$ cat src/rtl/fifo_consumer.sv
// fifo_consumer: drains a sync FIFO into a single-port SRAM buffer,
// writing a descending address sequence in grant-arbitrated bursts.
module fifo_consumer #(
    parameter int DATA_WIDTH = 16,
    parameter int ADDR_WIDTH = 20,
    parameter int BURST_SIZE = 4
) (
    input  logic                  clk,
    input  logic                  rstn,
    input  logic                  enb,
    output logic                  done,
    output logic                  request,
    input  logic                  grant,
    input  logic [ADDR_WIDTH-1:0] addr_begin,
    input  logic [ADDR_WIDTH-1:0] addr_nstep,
    input  logic [ADDR_WIDTH-1:0] addr_end,
    input  logic                  fifo_empty,
    output logic                  fifo_r_en,
    input  logic [DATA_WIDTH-1:0] fifo_data_out,
    output logic                  to_buffer_cs,
    output logic                  to_buffer_oe,
    output logic [ADDR_WIDTH-1:0] to_buffer_addr,
    input  logic [DATA_WIDTH-1:0] to_buffer_R_data,
    output logic                  to_buffer_W_req,
    output logic [DATA_WIDTH-1:0] to_buffer_W_data
);

    localparam int CW = $clog2(BURST_SIZE + 1);
    localparam logic [CW-1:0] BURST_MAX = CW'(BURST_SIZE);

    // SRAM control strobes are active-low
    localparam logic CS_ENB   = 1'b0;
    localparam logic CS_DIS   = 1'b1;
    localparam logic OE_DIS   = 1'b1;
    localparam logic WREQ_ENB = 1'b0;
    localparam logic WREQ_DIS = 1'b1;

    typedef enum logic [1:0] {
        S_IDLE,
        S_WAIT,
        S_BURST,
        S_DONE
    } state_t;

    state_t                state_q, state_d;
    logic [ADDR_WIDTH-1:0] pop_addr_q, pop_addr_d;
    logic [ADDR_WIDTH-1:0] wr_addr_q, wr_addr_d;
    logic [CW-1:0]         pop_cnt_q, pop_cnt_d;
    logic                  pop_q, pop_d;
    logic                  last_q, last_d;
    logic                  pop;
    logic                  unused_rdata;

    assign unused_rdata = ^to_buffer_R_data;

    assign pop = (state_q == S_BURST) & grant & enb & ~fifo_empty
               & ~last_q & (pop_cnt_q < BURST_MAX);

    always_ff @(posedge clk or negedge rstn) begin
        if (!rstn) begin
            state_q    <= S_IDLE;
            pop_addr_q <= '0;
            wr_addr_q  <= '0;
            pop_cnt_q  <= '0;
            pop_q      <= 1'b0;
            last_q     <= 1'b0;
        end else begin
            state_q    <= state_d;
            pop_addr_q <= pop_addr_d;
            wr_addr_q  <= wr_addr_d;
            pop_cnt_q  <= pop_cnt_d;
            pop_q      <= pop_d;
            last_q     <= last_d;
        end
    end

    always_comb begin
        state_d = state_q;
        unique case (state_q)
            S_IDLE: begin
                if (enb) state_d = S_WAIT;
            end
            S_WAIT: begin
                if (enb & grant & ~fifo_empty & ~last_q) state_d = S_BURST;
            end
            S_BURST: begin
                // leave only once the last write has drained
                if (!pop && !pop_q) begin
                    if (pop_cnt_q == BURST_MAX) begin
                        state_d = last_q ? S_DONE : S_WAIT;
                    end else if (last_q) begin
                        state_d = S_DONE;
                    end
                end
            end
            S_DONE: begin
                state_d = S_IDLE;
            end
            default: state_d = S_IDLE;
        endcase
    end

    always_comb begin
        pop_addr_d = pop_addr_q;
        wr_addr_d  = wr_addr_q;
        pop_cnt_d  = pop_cnt_q;
        last_d     = last_q;
        pop_d      = pop;
        if (state_q == S_IDLE) begin
            pop_addr_d = addr_begin;
            wr_addr_d  = addr_begin;
            pop_cnt_d  = '0;
            last_d     = 1'b0;
        end else begin
            if (state_q == S_WAIT && state_d == S_BURST) begin
                pop_cnt_d = '0;
            end
            if (pop) begin
                pop_cnt_d  = pop_cnt_q + CW'(1);
                pop_addr_d = pop_addr_q - addr_nstep;
                if (pop_addr_q == addr_end) last_d = 1'b1;
            end
            if (pop_q) begin
                wr_addr_d = wr_addr_q - addr_nstep;
            end
        end
    end

    always_comb begin
        fifo_r_en      = pop;
        request        = enb & ((state_q == S_WAIT) | (state_q == S_BURST));
        done           = (state_q == S_DONE);
        to_buffer_oe   = OE_DIS;
        to_buffer_addr = wr_addr_q;
        if (pop_q) begin
            to_buffer_cs     = CS_ENB;
            to_buffer_W_req  = WREQ_ENB;
            to_buffer_W_data = fifo_data_out;
        end else begin
            to_buffer_cs     = CS_DIS;
            to_buffer_W_req  = WREQ_DIS;
            to_buffer_W_data = '0;
        end
    end

endmodule

$ cat config.mk
export PLATFORM = sky130hd
export DESIGN_NAME = fifo_consumer
export DESIGN_NICKNAME = d
export VERILOG_FILES = /design/src/rtl/fifo_consumer.sv
export SDC_FILE = /design/constraint.sdc
export NUM_CORES = 1
export LEC_CHECK = 0
export CAP_MARGIN = 20
export CORE_MARGIN = 2
export CORE_UTILIZATION = 52
export CTS_CLUSTER_SIZE = 30
export DETAILED_ROUTE_END_ITERATION = 12
export PLACE_DENSITY = 0.88
export SYNTH_ARGS = -nofsm -noshare
export SYNTH_HDL_FRONTEND = slang
export SYNTH_SLANG_ARGS = --single-unit
export TNS_END_PERCENT = 50
$ cat constraint.sdc
create_clock -name clk -period 6.7 [get_ports clk]
set_input_delay 1.34 -clock clk [delete_from_list [all_inputs] [get_ports clk]]
set_output_delay 1.34 -clock clk [all_outputs]
set_load 0.03 [all_outputs]
# --- After elaboration in Yosys (flattened, before gate mapping) ---
# Cells that the tools add are included.
totals:
  reg_bits: 47
op_classes:
  addsub: 3
  order_cmp: 1
  n_eq_ne: 6
  n_mux: 19
  bitwise: 12
  n_reduce_logical: 10
ops:
  columns: ["operator", "count"]
  rows:
  - ["$mux 20", 4]
  - ["$sub 20x20->20", 2]
  - ["$eq 20x20->1", 1]
  - ["$mux 16", 1]
  - ["$mux 2", 6]
  - ["$and 1x1->1", 9]
  - ["$mux 3", 3]
  - ["$pmux 2 s4", 1]
  - ["$eq 2x2->1 const B", 3]
  - ["$reduce_bool 2->1", 3]
  - ["$mux 1", 4]
  - ["$add 3x1->3 const B", 1]
  - ["$eq 3x3->1 const B", 1]
  - ["$lt 3x3->1 const B", 1]
  - ["$reduce_bool 3->1", 1]
  - ["$eq 2x1->1 const B", 1]
  - ["$logic_and 1x1->1", 2]
  - ["$logic_not 1->1", 2]
  - ["$logic_not 2->1", 1]
  - ["$not 1->1", 2]
  - ["$reduce_and 2->1", 1]
  - ["$or 1x1->1", 1]

# --- Logic depth before layout (Yosys ltp) ---
# Gate-level depths: netlist (run 1).
depth:
  depth_word: 15
  depth_mapped: 11
  mapped_depth_nobuf: 11

# --- Worst setup path before layout (run 1) ---
# Ideal clock, no wire load.
synth_timing:
  kind: "input port to output port"
  from: "input fifo_empty"
  to: "output fifo_r_en"
  arrival_ns: 2.363
  required_time_ns: 5.360
  slack_ns: 2.997
  path_stages: 5
  path_cell_list: "nor2_1 and3_1 nand3b_1 clkinv_1 clkbuf_1"
synth_between:
  elab_chain_len: 4
synth_lines:
  columns: ["item", "line_no", "rtl"]
  rows:
  - ["from (decl)", "17", "input logic fifo_empty,"]
  - ["$not 1->1", "56", "assign pop = (state_q == S_BURST) & grant & enb & ~fifo_empty"]
  - ["$and 1x1->1", "56", null]
  - ["$and 1x1->1 (2 in a row)", "57", "& ~last_q & (pop_cnt_q < BURST_MAX);"]
  - ["to (decl)", "18", "output logic fifo_r_en,"]
# Every way passes these cells.

# --- Worst setup path after layout (run 1) ---
layout_timing:
  from: "input enb"
  to: "output fifo_r_en"
layout_between:
  elab_chain_len: 4
layout_lines:
  columns: ["item", "line_no", "rtl"]
  rows:
  - ["from (decl)", "10", "input logic enb,"]
  - ["$and 1x1->1 (2 in a row)", "56", null]
  - ["$and 1x1->1 (2 in a row)", "57", null]
# Every way passes these cells.

==> results of run 1 <==
-- cell type report --
cell class | instances | area share, %
tap | 105 | 2.26
clock buffer | 6 | 1.25
clock inverter | 2 | 1.03
sequential | 47 | 20.2
inverter | 41 | 2.64
timing repair buffer | 125 | 21.5
multi-input combinational | 425 | 51.2
-- placed cells by master, fill, tap and decap left out, drive strengths merged, types with 9 or more instances in the layout --
| master | count |
|---|---|
| clkdlybuf4s50 | 120 |
| a21oi | 51 |
| dfrtp | 47 |
| ha | 44 |
| inv | 40 |
| nor2 | 34 |
| nand2 | 34 |
| o21ai | 34 |
| xnor2 | 29 |
| and2 | 19 |
| a21o | 17 |
| nor3 | 17 |
| xor2 | 13 |
| o21a | 12 |
| a31oi | 9 |
-- worst register-to-register path: stages, from the launching register on --
cell,delay [ns]
dfrtp_1,0.38
inv_1,0.06
ha_1,0.21
fa_1,0.40
nor2b_1,0.21
o21ai_1,0.12
a21oi_1,0.23
o21ai_0,0.18
a311oi_1,0.52
o21ai_0,0.21
a31oi_1,0.24
nor3_1,0.08
-- kinds of logic after synthesis --
logic type / synth area share, %
AOI/OAI and AO/OA: 25.1
and+or+nand+nor: 18.6
buffers and inverters: 5.25
DFF: 26.8
adders and majority gates: 13.5
xor gates and xnor gates: 8.39
muxes: 2.28
other: 0.0856
-- Yosys cell counts (9+ instances only) --
| master | n | area share (%) |
|---|---|---|
| clkbuf_1 | 14 | 1.2 |
| a21oi_1 | 51 | 5.8 |
| nor2_1 | 34 | 2.9 |
| xnor2_1 | 29 | 5.8 |
| dfrtp_1 | 47 | 27 |
| nor3_1 | 16 | 1.8 |
| and2_1 | 19 | 2.7 |
| ha_1 | 44 | 13 |
| inv_1 | 40 | 3.4 |
| a21o_1 | 17 | 2.9 |
| a31oi_1 | 9 | 1.3 |
| nand2_1 | 34 | 2.9 |
| o21a_1 | 12 | 2.1 |
| o21ai_0 | 29 | 3.3 |
| xor2_1 | 13 | 2.6 |
-- metrics by stage --
step / worst slack [ns] / cells / cell area (um^2) / hold WS (ns)
detailed placement: 1.69 / 742 / 5670 / 0.582
floorplan: 3.00 / 531 / 4380 / 0.501
global placement: 1.71 / 742 / 5670 / 0.569
CTS: 1.68 / 750 / 5800 / 0.594
global route: 1.53 / 751 / 5820 / 0.609
finish: 1.66 / 751 / 5820 / 0.594
-- state kept, by name, summed over array words and instances, names as in the netlist --
signal and count:
to_buffer_addr 20, last_q 1, state_q 2, pop_cnt_q 3
pop_addr_q 20, pop_q 1
-- worst max path at each step --
stage                            to  cells after the start  slack (ns)
final                     fifo_r_en                      5        1.66
after global routing      fifo_r_en                      6        1.53
after CTS                 fifo_r_en                      5        1.68
after detailed placement  fifo_r_en                      5        1.69
after global placement    fifo_r_en                      5        1.71
after floorplan           fifo_r_en                      5        3.00
-- routing by layer --
layer  vias up  track usage (%)
met5         -                0
met4         0             9.17
met3        30             3.29
met2       205             50.2
met1      2179             40.6
li1       2128                -
-- power breakdown --
part	leakage (uW)	internal [uW]	switching, uW
logic	0.00190	744	966
clock network	0.0000654	149	105
registers	0.000549	412	135
==> results.toml, run 1 <==
[route]
wl_mm = 13.7
via_count = 4542
met1_length_mm = 5.63
first_iter_violations = 361
top_layer = "met4"
vias_per_cell = 6.05
routedWlPerCell_um = 18.2
wl_met3_um = 860
dr.pass1.iters = 8
post-route-drc-count = 0
postRouteAntennaNets = 0
dr_wl_met2_mm = 6.88

[worst_setup_path]
path_common_cell = "clkdlybuf4s50_1"
slowest_stage = "clkdlybuf4s50_1"
end_kind = "output port"
r2r_cells = 11
timing.rr.end = "to_buffer_addr[18]"
reg2reg_from = "to_buffer_addr[0]"
max_stage_delay_ns = 0.70
crit_chain = "clkdlybuf4s50_1, and3_1, nand3b_1, clkinv_1, clkdlybuf4s50_1"
ff2ff_setup_slack_ns = 3.76
crit_buf_inv = 3
critical_path_class = "in2out"
path_max_fanout = 22
startpoint_type = "primary input"
crit_path_start = "enb"
cp.arrival_ns = 3.70
crit_required_ns = 5.36
critPathTopFamily = "buffers and inverters"

[synthesis]
avgSynthCellArea_um2 = 8.25
synth_flop_cell = "dfrtp_1"
synth_edf_count = 0
ys_warn_count = 0
synth-seq-cells = 47
netlist_instances = 531
yosysSeqAreaShare_pct = 26.8
synth_nets = 674
syn_area_um2 = 4380
ys_async_sr_fraction_pct = 100
synth.distinct_cells = 61

[worst_hold_path]
min_path_type = "reg2reg"
hold_depth = 2
holdCritStartpoint = "pop_cnt_q[2]"
min_to = "pop_cnt_q[2]"

[cts]
postCtsSetupBuffers = 0
hold_buffers = 0
clock_latency_ns = 0.31
cts_buffers = 5
cts_tree = "done"
cts.clk_slew.worst_paths_ns = 0.09
htree_levels = 2
root_buffer = "clkbuf_8"
clock_sinks = 47
cts_resized = 0
clockBufferDepth = 2

[timing]
fin_skew_ns = 0.00885
fin_setup_tns_ns = 0
hold_viol = 0
timing.fmax_mhz = 198
max_slew_margin_pct = 32.7
grt_setup_unrepaired = "no"
worst_pin_slew_ns = 1.01
drv_slew = 0
setup_viol = 0
min_period_ns = 5.04
finalCritPeriodShare_pct = 75.2

[power]
ir_drop_v = 0.000198
power.density_nw_per_um2 = 432
power_uw = 2510
p_leak_uw = 0.00251

[die]
rows = 33
die_w_um = 95.8
dieArea_um2 = 9180
core_um2 = 8180
die_height_um = 95.8
io_pins = 139
start_util_pct = 53.6

[run]
maxCapViolCount = 0

[placement]
dpl.hpwl_mm = 10.4
gp_congestion = 0.964
numPortBuffers = 121

[outcome]
status = "complete, no violations"

[final_layout]
nFillCells = 621
final-seq-area_um2 = 1180
utilization_pct = 71.2
final_nets = 788
multi_input_area_um2 = 2980
drive_gt1_share_pct = 4.80
num_antenna_cells = 0
syn_to_final_growth_pct = 32.8

[global_route]
grt_pass1_wl_mm = 21.2
grt-ovfl-total = 0
antenna_found_initial = 0
grtUsageTotal_pct = 29.9
grt_pass1_vias = 4224
grt_max_degree = 48
Note: power is estimated with default switching activity, not from simulation.
==> inputs of run 2 (changes only) <==
- CORE_UTILIZATION: 52 -> 43
- PLACE_DENSITY: 0.88 -> 0.78
- clock period: 6.7 -> 4.38 ns (I/O delays scaled with it)
==> results.toml, run 2 (synthesized netlist as in run 1, its figures left out) <==
[die]
core_um2 = 9820
rows = 36
io_pins = 139
start_util_pct = 44.6
die_height_um = 105
die_w_um = 105
dieArea_um2 = 11000

[final_layout]
final_nets = 789
finalNonFillerCells = 780
multi_input_area_um2 = 2980
num_antenna_cells = 0
nFillCells = 898
final_cell_mix = "clkdlybuf4s50_1 (120), a21oi_1 (51), dfrtp_1 (47)"
syn_to_final_growth_pct = 32.4
utilization_pct = 59.1
drive_gt1_share_pct = 5.10
layout_commonest_cell = "clkdlybuf4s50_1"
final-seq-area_um2 = 1180

[placement]
gp_congestion = 0.896
numPortBuffers = 121
dp.cells = 772
dpl_worst_slack_ns = 0.608
dpl.hpwl_mm = 10.7

[cts]
hold_buffers = 0
cts.clk_slew.worst_paths_ns = 0.10
clock_latency_ns = 0.31
cts_buffers = 5
root_buffer = "clkbuf_8"
clockBufferDepth = 2
htree_levels = 2
clock_sinks = 47
cts_tree = "done"
postCtsSetupBuffers = 0
cts_resized = 0

[power]
p_leak_uw = 0.00249
power.density_nw_per_um2 = 635
ir_drop_v = 0.000293

[worst_setup_path]
crit_chain = "clkdlybuf4s50_1, ha_1, fa_1, nor2b_1, o21ai_1, a21oi_1, o21ai_0, a311oi_1, o21ai_0, nor4b_1, nor3_1"
cp.arrival_ns = 3.73
r2r_cells = 8
max_stage_delay_ns = 0.52
reg2reg_from = "pop_q"
critPathTopFamily = "compound AO/OA/AOI/OAI gates"
ff2ff_setup_slack_ns = 1.51
critical_path_class = "in2reg"
crit_path_start = "addr_nstep[0]"
path_common_cell = "o21ai_0"
slowest_stage = "a311oi_1"
crit_required_ns = 4.61
crit_buf_inv = 1
timing.rr.end = "pop_cnt_q[0]"
cp_num_cells = 11
startpoint_type = "primary input"
path_max_fanout = 3
end_kind = "register"
cp-endpoint = "to_buffer_addr[18]"

[route]
routedWlPerCell_um = 17.2
postRouteAntennaNets = 0
wl_mm = 13.4
via_count = 4413
first_iter_violations = 189
post-route-drc-count = 0
vias_per_cell = 5.66
dr.pass1.iters = 5

[timing]
min_period_ns = 3.50
timing.fmax_mhz = 285
hold_viol = 0
finalCritPeriodShare_pct = 80.0
worst_pin_slew_ns = 0.905
fin_skew_ns = 0.00635
fin_setup_tns_ns = 0
grt_setup_unrepaired = "no"
drv_slew = 0
setup_viol = 0
max_slew_margin_pct = 39.7
setup_ws_ns = 0.877

[global_route]
antenna_found_initial = 0
grt_pass1_vias = 4259
grt_max_degree = 35
grtUsageTotal_pct = 24.4
grt_pass1_wl_mm = 21.5
grt-ovfl-total = 0

[outcome]
status = "complete, no violations"

[run]
maxCapViolCount = 0

[worst_hold_path]
min_path_type = "in2async"
-- run 2: worst min-delay path by stage --
stage	from	to	slack [ns]	cells after the start
6_report	rstn	pop_addr_q[0]	0.46	1
5_1_grt	rstn	pop_addr_q[0]	0.47	1
4_1_cts	rstn	pop_addr_q[0]	0.46	1
3_5_place_dp	pop_cnt_q[2]	pop_cnt_q[2]	0.58	2
3_3_place_gp	pop_cnt_q[2]	pop_cnt_q[2]	0.57	2
2_1_floorplan	last_q	last_q	0.50	2
-- run 2: where the power goes --
group / total (uW) / leakage (uW) / switching (uW) / internal (uW)
Clock: 275 / 0.0000483 / 162 / 113
Combinational: 2580 / 0.00190 / 1440 / 1140
Sequential: 833 / 0.000549 / 202 / 631
-- run 2: cell type report --
class	instances	share of cell area [%]
clock buffers	5	1.19
well taps	133	2.87
inverters	41	2.65
flip-flops and latches	47	20.3
repair buffers	126	21.4
multi-input cells	425	51.3
clock inverters	3	0.323
-- run 2: layer usage --
layer	global-route usage [%]	routed length [um]	vias to the layer above
met5	0	0	-
met4	8.57	451	0
met3	3.06	781	40
met2	42.1	6570	176
met1	31.2	5590	2069
li1	-	-	2128
-- run 2: through the flow --
step | hold WS [ns] | total power (uW) | area, um^2
after detailed placement | 0.581 | 3370 | 5720
after global routing | 0.465 | 3990 | 5800
after CTS | 0.461 | 3670 | 5800
after global placement | 0.575 | 3290 | 5720
final | 0.462 | 3680 | 5800
after floorplan | 0.501 | 2650 | 4380
==> inputs of run 3 (changes only) <==
- CORE_UTILIZATION: 43 -> 48
- PLACE_DENSITY: 0.78 -> 0.82
- clock period: 4.38 -> 3.3 ns (I/O delays scaled with it)
==> results.toml, run 3 (synthesized netlist as in run 1, its figures left out) <==
[die]
start_util_pct = 49.8
io_pins = 139
rows = 34
die_height_um = 99.6
core_um2 = 8810
die_w_um = 99.6
dieArea_um2 = 9910

[power]
p_leak_uw = 0.00263
p_sw_share_pct = 47.4
clkPwrFrac_pct = 8.4
netSwitchingPower_uw = 2470
combPwrFrac_pct = 70.1
power_frac_seq_pct = 21.4
ir_drop_v = 0.000393
power_uw = 5220
power.density_nw_per_um2 = 870
intPower_uw = 2740

[cts]
hold_buffers = 0
cts_tree = "done"
cts.clk_slew.worst_paths_ns = 0.09
htree_levels = 2
clockBufferDepth = 2
clock_sinks = 47
cts_buffers = 5
clock_latency_ns = 0.31
root_buffer = "clkbuf_8"

[worst_setup_path]
cp.arrival_ns = 3.44
path_max_fanout = 3
startpoint_type = "primary input"
crit_required_ns = 3.53
slowest_stage = "clkdlybuf4s50_1"
end_kind = "register"
crit_chain = "clkdlybuf4s50_1, ha_1, fa_1, nor2b_1, o21ai_1, a21oi_2, o21ai_0, a311oi_1, buf_4, o21ai_0, nor4b_1, nor3_1"
path_common_cell = "o21ai_0"
max_stage_delay_ns = 0.45
ff2ff_setup_slack_ns = 0.51
critical_path_class = "in2reg"

[global_route]
grt-ovfl-total = 0
grt_max_degree = 33
grtUsageTotal_pct = 27.3
grt_pass1_wl_mm = 21.8
grt_pass1_vias = 4521
antenna_found_initial = 0

[timing]
drv_slew = 0
setup_viol = 0
max_slew_margin_pct = 50.3
worst_pin_slew_ns = 0.745
fin_setup_tns_ns = 0
fin_skew_ns = 0.00509
finalCritPeriodShare_pct = 97.4
hold_viol = 0
timing.fmax_mhz = 311
min_period_ns = 3.21
grt_setup_unrepaired = "no"
setup_ws_ns = 0.0865

[placement]
gp_congestion = 0.967
dpl.hpwl_mm = 10.8
dp.cells = 773
dpl_worst_slack_ns = -0.126
numPortBuffers = 121

[final_layout]
syn_to_final_growth_pct = 36.8
final_cell_mix = "clkdlybuf4s50_1 (120), a21oi_1 (50), dfrtp_1 (47)"
layout_commonest_cell = "clkdlybuf4s50_1"
drive_gt1_share_pct = 8.92
finalNonFillerCells = 781
final_nets = 815
multi_input_area_um2 = 2980
nFillCells = 718
final-seq-area_um2 = 1180
num_antenna_cells = 0

[worst_hold_path]
min_path_type = "in2async"

[route]
routedWlPerCell_um = 17.5
first_iter_violations = 193
postRouteAntennaNets = 0
vias_per_cell = 5.72
dr.pass1.iters = 4
post-route-drc-count = 0
wl_mm = 13.7
via_count = 4465

[outcome]
status = "complete, no violations"

[run]
maxCapViolCount = 0
[run 3: final cells by class]
class / count / area share [%]
multi-input combinational: 425 / 49.7
timing repair buffer: 152 / 24.0
sequential: 47 / 19.6
inverter: 41 / 2.57
tap: 108 / 2.25
clock buffer: 5 / 1.15
clock inverter: 3 / 0.730
[run 3: power by group through the flow]
| stage | Sequential [uW] | Combinational (uW) | Clock, uW |
|---|---|---|---|
| after floorplan | 1290 | 2230 | 0 |
| after global placement | 1100 | 3480 | 0 |
| after detailed placement | 1120 | 3580 | 0 |
| after CTS | 1110 | 3620 | 447 |
| after global routing | 1140 | 3990 | 469 |
| final | 1120 | 3660 | 440 |
[run 3: metrics by stage]
| step | instance area (um^2) | utilization, % | hold slack (ns) |
|---|---|---|---|
| after global placement | 5880 | 66.8 | 0.569 |
| after detailed placement | 5880 | 66.8 | 0.588 |
| final | 6000 | 68.1 | 0.408 |
| after floorplan | 4380 | - | 0.364 |
| after CTS | 5990 | 68.1 | 0.426 |
| after global routing | 6000 | 68.1 | 0.443 |
[run 3: repair_timing]
action,in CTS,in global routing
setup endpoints to repair,0,2
buffers inserted,0,0
resized for setup,0,1
[run 3: worst max-delay path: cells and delay by family]
family / cells / cell delay, ns
buffers and inverters: 2 / 0.63
AND/OR/NAND/NOR: 3 / 0.52
AO/OA/AOI/OAI: 5 / 0.95
adder cells (fa/ha/maj): 2 / 0.67
[run 3: final timing paths]
path / startpoint / end / depth (start not counted)
worst max-delay path: addr_nstep[0] / to_buffer_addr[18] / 12
worst min-delay path: rstn / pop_addr_q[10] / 1
worst max register to register: to_buffer_addr[0] / to_buffer_addr[18] / 12
worst min register to register: pop_cnt_q[2] / pop_cnt_q[2] / 2
max in group asynchronous: rstn / to_buffer_addr[6] / 2
min in group clk: pop_cnt_q[2] / pop_cnt_q[2] / 2
[run 3: per-layer routing]
| layer | vias up | wire, um | GRT usage, % |
|---|---|---|---|
| li1 | 2182 | - | - |
| met1 | 2107 | 5670 | 34.2 |
| met2 | 155 | 6960 | 49.6 |
| met3 | 21 | 840 | 3.09 |
| met4 | 0 | 210 | 7.90 |
| met5 | - | 0 | 0 |
